File: config.mk
export PLATFORM = sky130hd
export DESIGN_NAME = sum_collect
export DESIGN_NICKNAME = d
export VERILOG_FILES = /design/src/rtl/sum_collect.sv
export SDC_FILE = /design/constraint.sdc
export NUM_CORES = 1
export LEC_CHECK = 0
export BUFFER_PORTS_ARGS = -buffer_cell sky130_fd_sc_hd__buf_4
export CAP_MARGIN = 40
export CORE_MARGIN = 1.5
export CORE_UTILIZATION = 55
export CTS_CLUSTER_SIZE = 28
export DETAILED_ROUTE_END_ITERATION = 8
export PLACE_DENSITY = 0.76
export SLEW_MARGIN = 0
export SYNTH_ARGS = -nofsm -noshare
export SYNTH_HDL_FRONTEND = slang
export SYNTH_SLANG_ARGS = --single-unit
File: constraint.sdc
create_clock -name clk -period 2.8 [get_ports clk]
set_input_delay 0.14 -clock clk [delete_from_list [all_inputs] [get_ports clk]]
set_output_delay 0.14 -clock clk [all_outputs]
set_load 0.01 [all_outputs]
File: src/rtl/sum_collect.sv
`default_nettype none
// ============================================================================
//  Module   : sum_collect
//  Purpose  : Result collector for sum_N. It holds one result, queues it in a
//             FIFO, acks the producer, and keeps a saturating total and a count.
//  Revision : 1.0
// ============================================================================
module sum_collect #(
  parameter int DEPTH = 4,
  parameter int W     = 5
) (
  input  logic         clk,
  input  logic         reset,
  input  logic [W-1:0] sum_in,
  input  logic         sum_valid_in,
  output logic         sum_ack,
  output logic [W-1:0] out_data,
  output logic         out_valid,
  input  logic         out_ready,
  output logic [7:0]   total,
  output logic [3:0]   count,
  output logic         fifo_full
);

  localparam int AW = (DEPTH > 1) ? $clog2(DEPTH) : 1;
  localparam logic [AW:0] C_DEPTH = (AW+1)'(DEPTH);

  typedef enum logic [1:0] {
    S_IDLE = 2'd0,
    S_HOLD = 2'd1,
    S_ACK  = 2'd2
  } state_t;

  state_t        r_state;
  logic [W-1:0]  r_hold;
  logic [W-1:0]  r_mem [DEPTH];
  logic [AW-1:0] r_wptr;
  logic [AW-1:0] r_rptr;
  logic [AW:0]   r_occ;
  logic [7:0]    r_total;
  logic [3:0]    r_count;
  logic          r_ack;

  logic          w_pop;
  logic          w_push;
  logic [8:0]    w_sum;
  logic [7:0]    w_total_next;

  // Full/valid come only from the registered occupancy counter.
  assign out_valid = (r_occ != '0);
  assign fifo_full = (r_occ == C_DEPTH);
  assign out_data  = r_mem[r_rptr];
  assign sum_ack   = r_ack;
  assign total     = r_total;
  assign count     = r_count;

  // A pop frees a slot in the same cycle, so a full FIFO can still accept.
  assign w_pop  = out_valid & out_ready;
  assign w_push = (r_state == S_HOLD) & (~fifo_full | w_pop);

  assign w_sum        = {1'b0, r_total} + 9'(r_hold);
  assign w_total_next = w_sum[8] ? 8'hFF : w_sum[7:0];

  always_ff @(posedge clk or negedge reset) begin
    if (!reset) begin
      r_state <= S_IDLE;
      r_hold  <= '0;
      r_wptr  <= '0;
      r_rptr  <= '0;
      r_occ   <= '0;
      r_total <= '0;
      r_count <= '0;
      r_ack   <= 1'b0;
      for (int i = 0; i < DEPTH; i++) begin
        r_mem[i] <= '0;
      end
    end else begin
      r_ack <= 1'b0;

      case (r_state)
        S_IDLE: begin
          if (sum_valid_in) begin
            r_hold  <= sum_in;
            r_state <= S_HOLD;
          end
        end
        S_HOLD: begin
          if (w_push) begin
            r_ack   <= 1'b1;
            r_state <= S_ACK;
          end
        end
        S_ACK: begin
          r_state <= S_IDLE;
        end
        default: begin
          r_state <= S_IDLE;
        end
      endcase

      if (w_push) begin
        r_mem[r_wptr] <= r_hold;
        r_wptr        <= r_wptr + 1'b1;
        r_total       <= w_total_next;
        r_count       <= r_count + 1'b1;
      end

      if (w_pop) begin
        r_rptr <= r_rptr + 1'b1;
      end

      if (w_push && !w_pop) begin
        r_occ <= r_occ + 1'b1;
      end else if (!w_push && w_pop) begin
        r_occ <= r_occ - 1'b1;
      end
    end
  end

endmodule
`default_nettype wire

# Word level (Yosys, flattened, before mapping)
# Cells that the tools add are included.
[classes]
addsub = 6
n_mux = 14
n_bitwise = 6
reduce_logical = 10
eq_ne = 4
n_lt_le_gt_ge = 3
[ops]
columns = ["cell", "count"]
rows = [
  ["$bwmux W20", 1],
  ["$mux W5", 3],
  ["$bmux W5 S2", 1],
  ["$demux W5 S2", 1],
  ["$add A8 B5 Y9", 1],
  ["$mux W8", 1],
  ["$ge A3 B3 Y1 const B", 2],
  ["$mux W3", 2],
  ["$not A2 Y3", 2],
  ["$add A2 B1 Y2 const B", 2],
  ["$add A4 B1 Y4 const B", 1],
  ["$mux W2", 2],
  ["$ne A2 B2 Y1 const B", 2],
  ["$pmux W2 S2", 1],
  ["$reduce_and A2 Y1", 2],
  ["$add A3 B1 Y3 const B", 1],
  ["$eq A3 B3 Y1 const B", 1],
  ["$logic_and A1 B1 Y1", 3],
  ["$lt A3 B1 Y1 const B", 1],
  ["$reduce_bool A3 Y1", 1],
  ["$sub A3 B1 Y3 const B", 1],
  ["$and A1 B1 Y1", 2],
  ["$eq A2 B1 Y1 const B", 1],
  ["$logic_not A1 Y1", 2],
  ["5 further kinds", 6],
]
[word_totals]
elab_cells = 55
reg_bits = 47
in_bits = 9
out_inout_bits = 20

# Logic depth before layout (Yosys ltp)
# Gate-level depths: netlist of the first run.
[depth]
word_depth = 8
mapped_depth = 10
mapped_depth_nobuf = 8

# Least setup slack after synthesis of the first run
# No wires, ideal clock.
[synth_timing]
path_type = "flip-flop to flip-flop"
startpoint = "register r_occ[0]"
endpoint = "register r_occ[1]"
setup_time_ns = 0.125
path_stages_with_launch = 9
synth_period_minus_slack_ns = 2.207
path_buffers = 2
slack_ns = 0.593
arrival_time_ns = 2.082
required_time_ns = 2.675
path_cell_list = "dfrtp_1 > nor4b_4 > nor3b_4 > buf_12 > buf_6 > ha_1 > inv_1 > fa_1 > mux2_2"
[synth_between]
elab_chain_len = 7
[synth_rtl]
columns = ["item", "line", "text"]
rows = [
  ["start: declaration", "39", "logic [AW:0] r_occ;"],
  ["start signal: assignment", "113", "r_occ <= r_occ + 1'b1;"],
  ["start signal: assignment", "115", "r_occ <= r_occ - 1'b1;"],
  ["$reduce_bool A3 Y1 / $eq A3 B3 Y1 (equally long branches)", "50, 51", ""],
  ["$and A1 B1 Y1 / $not A1 Y1 (equally long branches)", "58, 59", ""],
  ["$or A1 B1 Y1 (*)", "59", "assign w_push = (r_state == S_HOLD) & (~fifo_full | w_pop);"],
  ["$and A1 B1 Y1 (*)", "59", ""],
  ["named net w_push", "45", "logic w_push;"],
  ["$logic_not A1 Y1", "114", "end else if (!w_push && w_pop) begin"],
  ["$logic_and A1 B1 Y1", "114", ""],
  ["$reduce_bool A2 Y1 (no line)", "--", ""],
]
# Mark *: on every way through the listed nets, which the timed path passes. The rest lies on a longest branch. The select of a mux whose other input is x is not followed.
# A chain may end at the register's enable or synchronous reset.

# Worst setup path in the final report of the first run
[layout_timing]
startpoint = "register r_hold[0]"
endpoint = "register r_total[6] (netlist: total[6])"
[layout_between]
elab_chain_len = 2
[layout_rtl]
columns = ["item", "line", "text"]
rows = [
  ["start: declaration", "35", "logic [W-1:0] r_hold;"],
  ["start signal: assignment", "83", "r_hold <= sum_in;"],
  ["$add A8 B5 Y9", "61", "assign w_sum = {1'b0, r_total} + 9'(r_hold);"],
  ["$mux W8", "62", "assign w_total_next = w_sum[8] ? 8'hFF : w_sum[7:0];"],
  ["end signal: assignment", "104", "r_total <= w_total_next;"],
  ["end: declaration", "40", "logic [7:0] r_total;"],
]
# Every way passes these cells.

==> flow_summary.yaml, run 1 <==
sta:
  fmax_mhz: 431.4
  setup-violations-final: 0
  worst_slack_ns: 0.4822
  clock_skew_ns: 0.004253
  min_period_over_period_pct: 82.78
  tns_ns: 0
  maxSlewViolCount: 0
  worst_slew_pin_slew_ns: 0.5863
  grt_setup_unrepaired: "false"
  max_slew_margin_pct: 60.92
  holdWs_ns: 0.07517
  fin_crit_ns: 2.318
  finalHoldViolations: 0
synth:
  synth_seq_cells: 47
  yosys_warnings: 0
  synthArstFlopShare_pct: 100.0
  synth_simple_gate_area_share_pct: 9.984
  synth-xor-area-share_pct: 4.046
  yosysUniqueCellTypes: 36
  synth.mux.area_fraction_pct: 20.97
  synth-edff-count: 0
  yosys.area.top_type: "dfrtp_1"
  synthAdderAreaFrac_pct: 7.462
  synth_commonest_cells: "47 x dfrtp_1, 16 x mux2_4, 13 x mux2_2"
  synth_top_area_share_pct: 49.40
  yosysSeqAreaShare_pct: 49.40
  netlist_area_sq_mm: 0.002381
  netlist_instances: 160
  syn-num-nets: 182
  synth.area.top_cells: "dfrtp_1 49%, mux2_4 10%, mux2_2 6.1%, ha_1 5.8%, mux4_2 4.7%"
  yosys.cell_count.top_type: "dfrtp_1"
  synth_area_per_cell_sq_um: 14.88
  synth-compound-area-share_pct: 5.991
  synth_top_family_by_area: "multiplexers"
  synth_flop_cell: "dfrtp_1"
global_route:
  grt_start_max_net_pins: 48
  grt_pass1_vias: 1393
  grt_pass1_wl_mm: 6.762
  gr-total-overflow: 0
  antenna_found_initial: 0
  grt_usage_pct: 20.19
floorplanning:
  design.die.area_sq_mm: 0.004733
  pin_count: 29
  core-area_sq_mm: 0.004086
  start_util_pct: 58.27
  die_h_um: 68.80
  rows: 23
  die_width_um: 68.80
flow_run:
  drv_cap: 0
worst_setup_path:
  required_ns: 2.98
  cp_slowest_cell: "dfrtp_1"
  worstSetupStartpointType: "flop"
  crit_path_end_kind: "flop"
  critPathArrivalTime_ns: 2.50
  critPathKind: "flop to flop"
  crit_path_max_fanout: 6
  cpPeakStageDelay_ns: 0.44
  cp_cell_sequence: "ha_1, fa_1, a211o_1, a21oi_1, nand3b_4, mux2_4"
detailed_routing:
  wl_mm: 4.052
  drt_iter0_drc: 44
  wl_per_cell_um: 16.61
  via_per_inst: 5.623
  drtPass1Iterations: 4
  vias: 1372
  postRouteAntennaNets: 0
  drc: 0
place:
  dpl_worst_slack_ns: 0.4966
  place_congestion: 0.8770
  io_buffers: 28
  dp_hpwl_mm: 3.007
  placed_area_sq_mm: 0.002621
pwr:
  powerDensity_mw_per_mm2: 1381
  p_leak_nw: 1.279
  ir_drop_v: 0.0008684
clock_network:
  cts_tree: "built"
  numCtsBuffers: 5
  clock_path_buffers: 2
  clock_latency_ns: 0.29
  ctsHoldBuffers: 1
  htreeDepth: 2
  clkSinkCount: 47
  ctsResizeCount: 0
  root_buffer: "clkbuf_8"
  cts_setup_buffers: 0
  path_clk_slew_ns: 0.08
finish:
  syn_to_final_growth_pct: 16.08
  fin_util_pct: 67.64
  nFillCells: 304
  final_cell_area_sq_mm: 0.002764
  fin_nets: 215
  drive_above_1_share_pct: 40.21
  diodes: 0
status:
  status: "completed"
worst_hold_path:
  hp-class: "primary input to flop"
worst paths after layout:
| path | from | to | slack (ns) | depth (start not counted) |
|---|---|---|---|---|
| setup / recovery | r_hold[0]$_DFFE_PN0P_ | total[6]$_DFFE_PN0P_ | 0.48 | 6 |
| hold / removal | sum_in[1] | r_hold[1]$_DFFE_PN0P_ | 0.08 | 2 |
| setup reg to reg | r_hold[0]$_DFFE_PN0P_ | total[6]$_DFFE_PN0P_ | 0.48 | 6 |
| hold reg to reg | count[3]$_DFFE_PN0P_ | count[3]$_DFFE_PN0P_ | 0.48 | 1 |
| max in group asynchronous | reset | total[3]$_DFFE_PN0P_ | 2.02 | 2 |
| min in group asynchronous | reset | r_mem[16]$_DFFE_PN0P_ | 0.39 | 2 |
registers in the layout (all words and copies together), names as in the netlist:
signal	flops
count	4
r_hold	5
r_mem	20
r_occ	3
r_rptr	2
r_state	2
r_wptr	2
sum_ack	1
total	8
per-layer routing:
metal | wire, um | track usage (%)
met5 | 0 | 0
met2 | 1996 | 32.57
met1 | 1793 | 25.54
met4 | 61 | 7.843
met3 | 199 | 6.169
kinds of logic (layout without fill, tap and decap cells):
logic type      after synthesis  in the layout
flops                        47             47
mux                          34             34
xor+xnor                     11             11
buf+inv                       7             41
fa+ha+maj                    13             13
simple gates                 28             28
compound gates               20             20
area by class of cell:
class	instances	area, sq um	share of cell area (%)
Tap cell	50	62.56	2.263
Timing Repair Buffer	30	227.7	8.239
Sequential cell	47	1176	42.55
Clock buffer	6	72.57	2.626
Multi-Input combinational cell	106	1154	41.74
Inverter	3	11.26	0.4074
Clock inverter	2	60.06	2.173
report_power, final:
group          total, W  internal, W  switching [W]
Sequential      0.00138      0.00103       0.000358
Combinational   0.00186      0.00108       0.000787
Clock          0.000571     0.000357       0.000214
Total           0.00382      0.00246        0.00136
placed cells by master (no fill, tap or decap), types with 5 or more instances in the layout:
cell	Yosys	routed
buf_4	0	29
clkbuf_8	0	5
dfrtp_1	47	47
ha_1	11	11
mux2_2	13	13
mux2_4	16	16
mux4_2	5	5
nand2_1	7	7
o22a_1	6	6
xnor2_1	7	7
worst max-delay path, delay by kind of cell, from the launching register on:
| kind | cells | cell delay, ns |
|---|---|---|
| AO/OA/AOI/OAI | 2 | 0.58 |
| adder cells (fa/ha/maj) | 2 | 0.69 |
| AND/OR/NAND/NOR | 1 | 0.21 |
| flip-flops | 1 | 0.44 |
| multiplexers | 1 | 0.29 |
stage by stage:
step           total power, W  instances
6_report             0.003816        244
2_1_floorplan        0.002710        160
3_3_place_gp         0.003134        235
3_5_place_dp         0.003267        235
5_1_grt              0.004093        244
4_1_cts              0.003850        244
(Power assumes the default switching activity.)
==> inputs of run 2 (changes only) <==
- CORE_UTILIZATION: 55 -> 52
- PLACE_DENSITY: 0.76 -> 0.75
- clock period: 2.8 -> 1.9 ns (I/O delays scaled with it)
==> flow_summary.yaml, run 2 (synthesis gave the netlist of run 1 again) <==
status:
  status: "complete, but fails checks"
  violations: "negative setup slack"
floorplanning:
  die_width_um: 70.67
  die_h_um: 70.67
  core-area_sq_mm: 0.004384
  start_util_pct: 54.31
  pin_count: 29
  design.die.area_sq_mm: 0.004994
  rows: 24
finish:
  syn_to_final_growth_pct: 24.96
  top_register: "r_mem"
  multiInputGateArea_sq_mm: 0.001207
  layout_common_cells: "54 x buf_4, 46 x dfrtp_1, 18 x mux2_4"
  fin_nets: 241
  diodes: 0
  nFillCells: 329
  fin_cells: 271
  register_area_sq_mm: 0.001177
  final_cell_area_sq_mm: 0.002975
  largest_register_ffs: 20
  drive_above_1_share_pct: 52.05
  final_common_cell: "buf_4"
sta:
  max_slew_margin_pct: 61.11
  holdWs_ns: 0.03381
  setup-violations-final: 4
  worst_slack_ns: -0.08573
  grt_setup_unrepaired: "true"
  worst_slew_pin_slew_ns: 0.5833
  tns_ns: -0.1390
  maxSlewViolCount: 0
  fmax_mhz: 503.6
  min_period_over_period_pct: 104.5
  clock_skew_ns: 0.002946
  finalHoldViolations: 0
  fin_crit_ns: 1.986
worst_setup_path:
  required_ns: 2.08
  cpPeakStageDelay_ns: 0.42
  critPathKind: "flop to flop"
  critPathArrivalTime_ns: 2.17
  cp_slowest_cell: "dfrtp_1"
  crit_path_max_fanout: 3
  cp_cell_sequence: "buf_6, nor4b_4, nor3b_4, ha_4, inv_2, fa_2, mux2_4"
  crit_path_end_kind: "flop"
  worstSetupStartpointType: "flop"
detailed_routing:
  wl_per_cell_um: 16.02
  drc: 0
  vias: 1479
  drt_iter0_drc: 58
  via_per_inst: 5.458
  postRouteAntennaNets: 0
  wl_mm: 4.341
  drtPass1Iterations: 4
pwr:
  p_sw_w: 0.002112
  pwr-share-clk_pct: 10.1
  ir_drop_v: 0.001142
  powerDensity_mw_per_mm2: 1986
  power_frac_seq_pct: 33.3
  comb_power_share_pct: 56.6
  p_leak_nw: 1.398
  internal-power_w: 0.003796
  switching_share_pct: 35.75
clock_network:
  clock_path_buffers: 2
  clock_latency_ns: 0.29
  cts_tree: "built"
  root_buffer: "clkbuf_8"
  path_clk_slew_ns: 0.08
  htreeDepth: 2
  numCtsBuffers: 5
  clkSinkCount: 47
place:
  place_congestion: 0.8776
  dp_hpwl_mm: 3.237
  dpl_worst_slack_ns: -0.1649
  placed_area_sq_mm: 0.002800
  dp_cells: 257
  io_buffers: 28
worst_hold_path:
  hp-class: "primary input to flop"
global_route:
  grt_usage_pct: 19.50
  grt_pass1_vias: 1582
  antenna_found_initial: 0
  grt_start_max_net_pins: 48
  grt_pass1_wl_mm: 7.576
  gr-total-overflow: 0
flow_run:
  drv_cap: 0
==> run 2: final timing paths <==
check / start / endpoint / slack, ns / cells after the start
min in group asynchronous: reset / r_mem[19]$_DFFE_PN0P_ / 0.34 / 2
hold / removal: sum_in[0] / r_hold[0]$_DFFE_PN0P_ / 0.03 / 2
hold reg to reg: count[3]$_DFFE_PN0P_ / count[3]$_DFFE_PN0P_ / 0.48 / 1
setup / recovery: r_occ[1]$_DFFE_PN0P_ / r_occ[1]$_DFFE_PN0P_ / -0.09 / 7
max in group asynchronous: reset / r_occ[0]$_DFFE_PN0P_ / 1.13 / 2
setup reg to reg: r_occ[1]$_DFFE_PN0P_ / r_occ[1]$_DFFE_PN0P_ / -0.09 / 7
==> run 2: power by group through the flow <==
stage / clock [W] / sequential (W) / combinational, W
finish: 0.000596 / 0.00197 / 0.00334
global route: 0.000664 / 0.00204 / 0.00362
CTS: 0.000626 / 0.00198 / 0.00332
detailed placement: 0 / 0.00199 / 0.00319
global placement: 0 / 0.00194 / 0.00305
floorplan: 0 / 0.00193 / 0.00214
==> run 2: stage by stage <==
stage                     power, W  utilization (%)
after floorplan           0.004071                -
after global placement    0.004991            63.87
after detailed placement  0.005177            63.87
after CTS                 0.005923            67.29
after global routing      0.006332            67.87
final                     0.005908            67.87
==> run 2: final cells by class <==
cell class / count / share of cell area, %
Multi-Input combinational cell: 106 / 40.58
Sequential cell: 47 / 39.57
Timing Repair Buffer: 56 / 14.34
Clock buffer: 6 / 2.775
Tap cell: 52 / 2.187
Inverter: 3 / 0.3785
Clock inverter: 1 / 0.1682
==> run 2: per-layer routing <==
| metal | part of all wire, % | global-route usage, % | routed length [um] | vias up |
|---|---|---|---|---|
| li1 | - | - | - | 693 |
| met1 | 45 | 25.05 | 1963 | 748 |
| met2 | 50 | 33.12 | 2173 | 31 |
| met3 | 3.3 | 4.416 | 143 | 7 |
| met4 | 1.4 | 6.289 | 61 | 0 |
| met5 | 0 | 0 | 0 | - |
==> run 2: timing repair <==
item	in CTS	in global routing
setup buffers	3	3
pin swaps	6	8
hold buffers	1	0
gates resized for setup	7	1
endpoints found under the hold margin	47	0
endpoints found under the setup margin	3	13
==> run 2: worst max-delay path, delay by kind of cell (launching register included) <==
family / cells / cell delay (ns)
buffers and inverters: 2 / 0.18
AND/OR/NAND/NOR: 2 / 0.40
adder cells (fa/ha/maj): 2 / 0.58
multiplexers: 1 / 0.28
flip-flops: 1 / 0.42
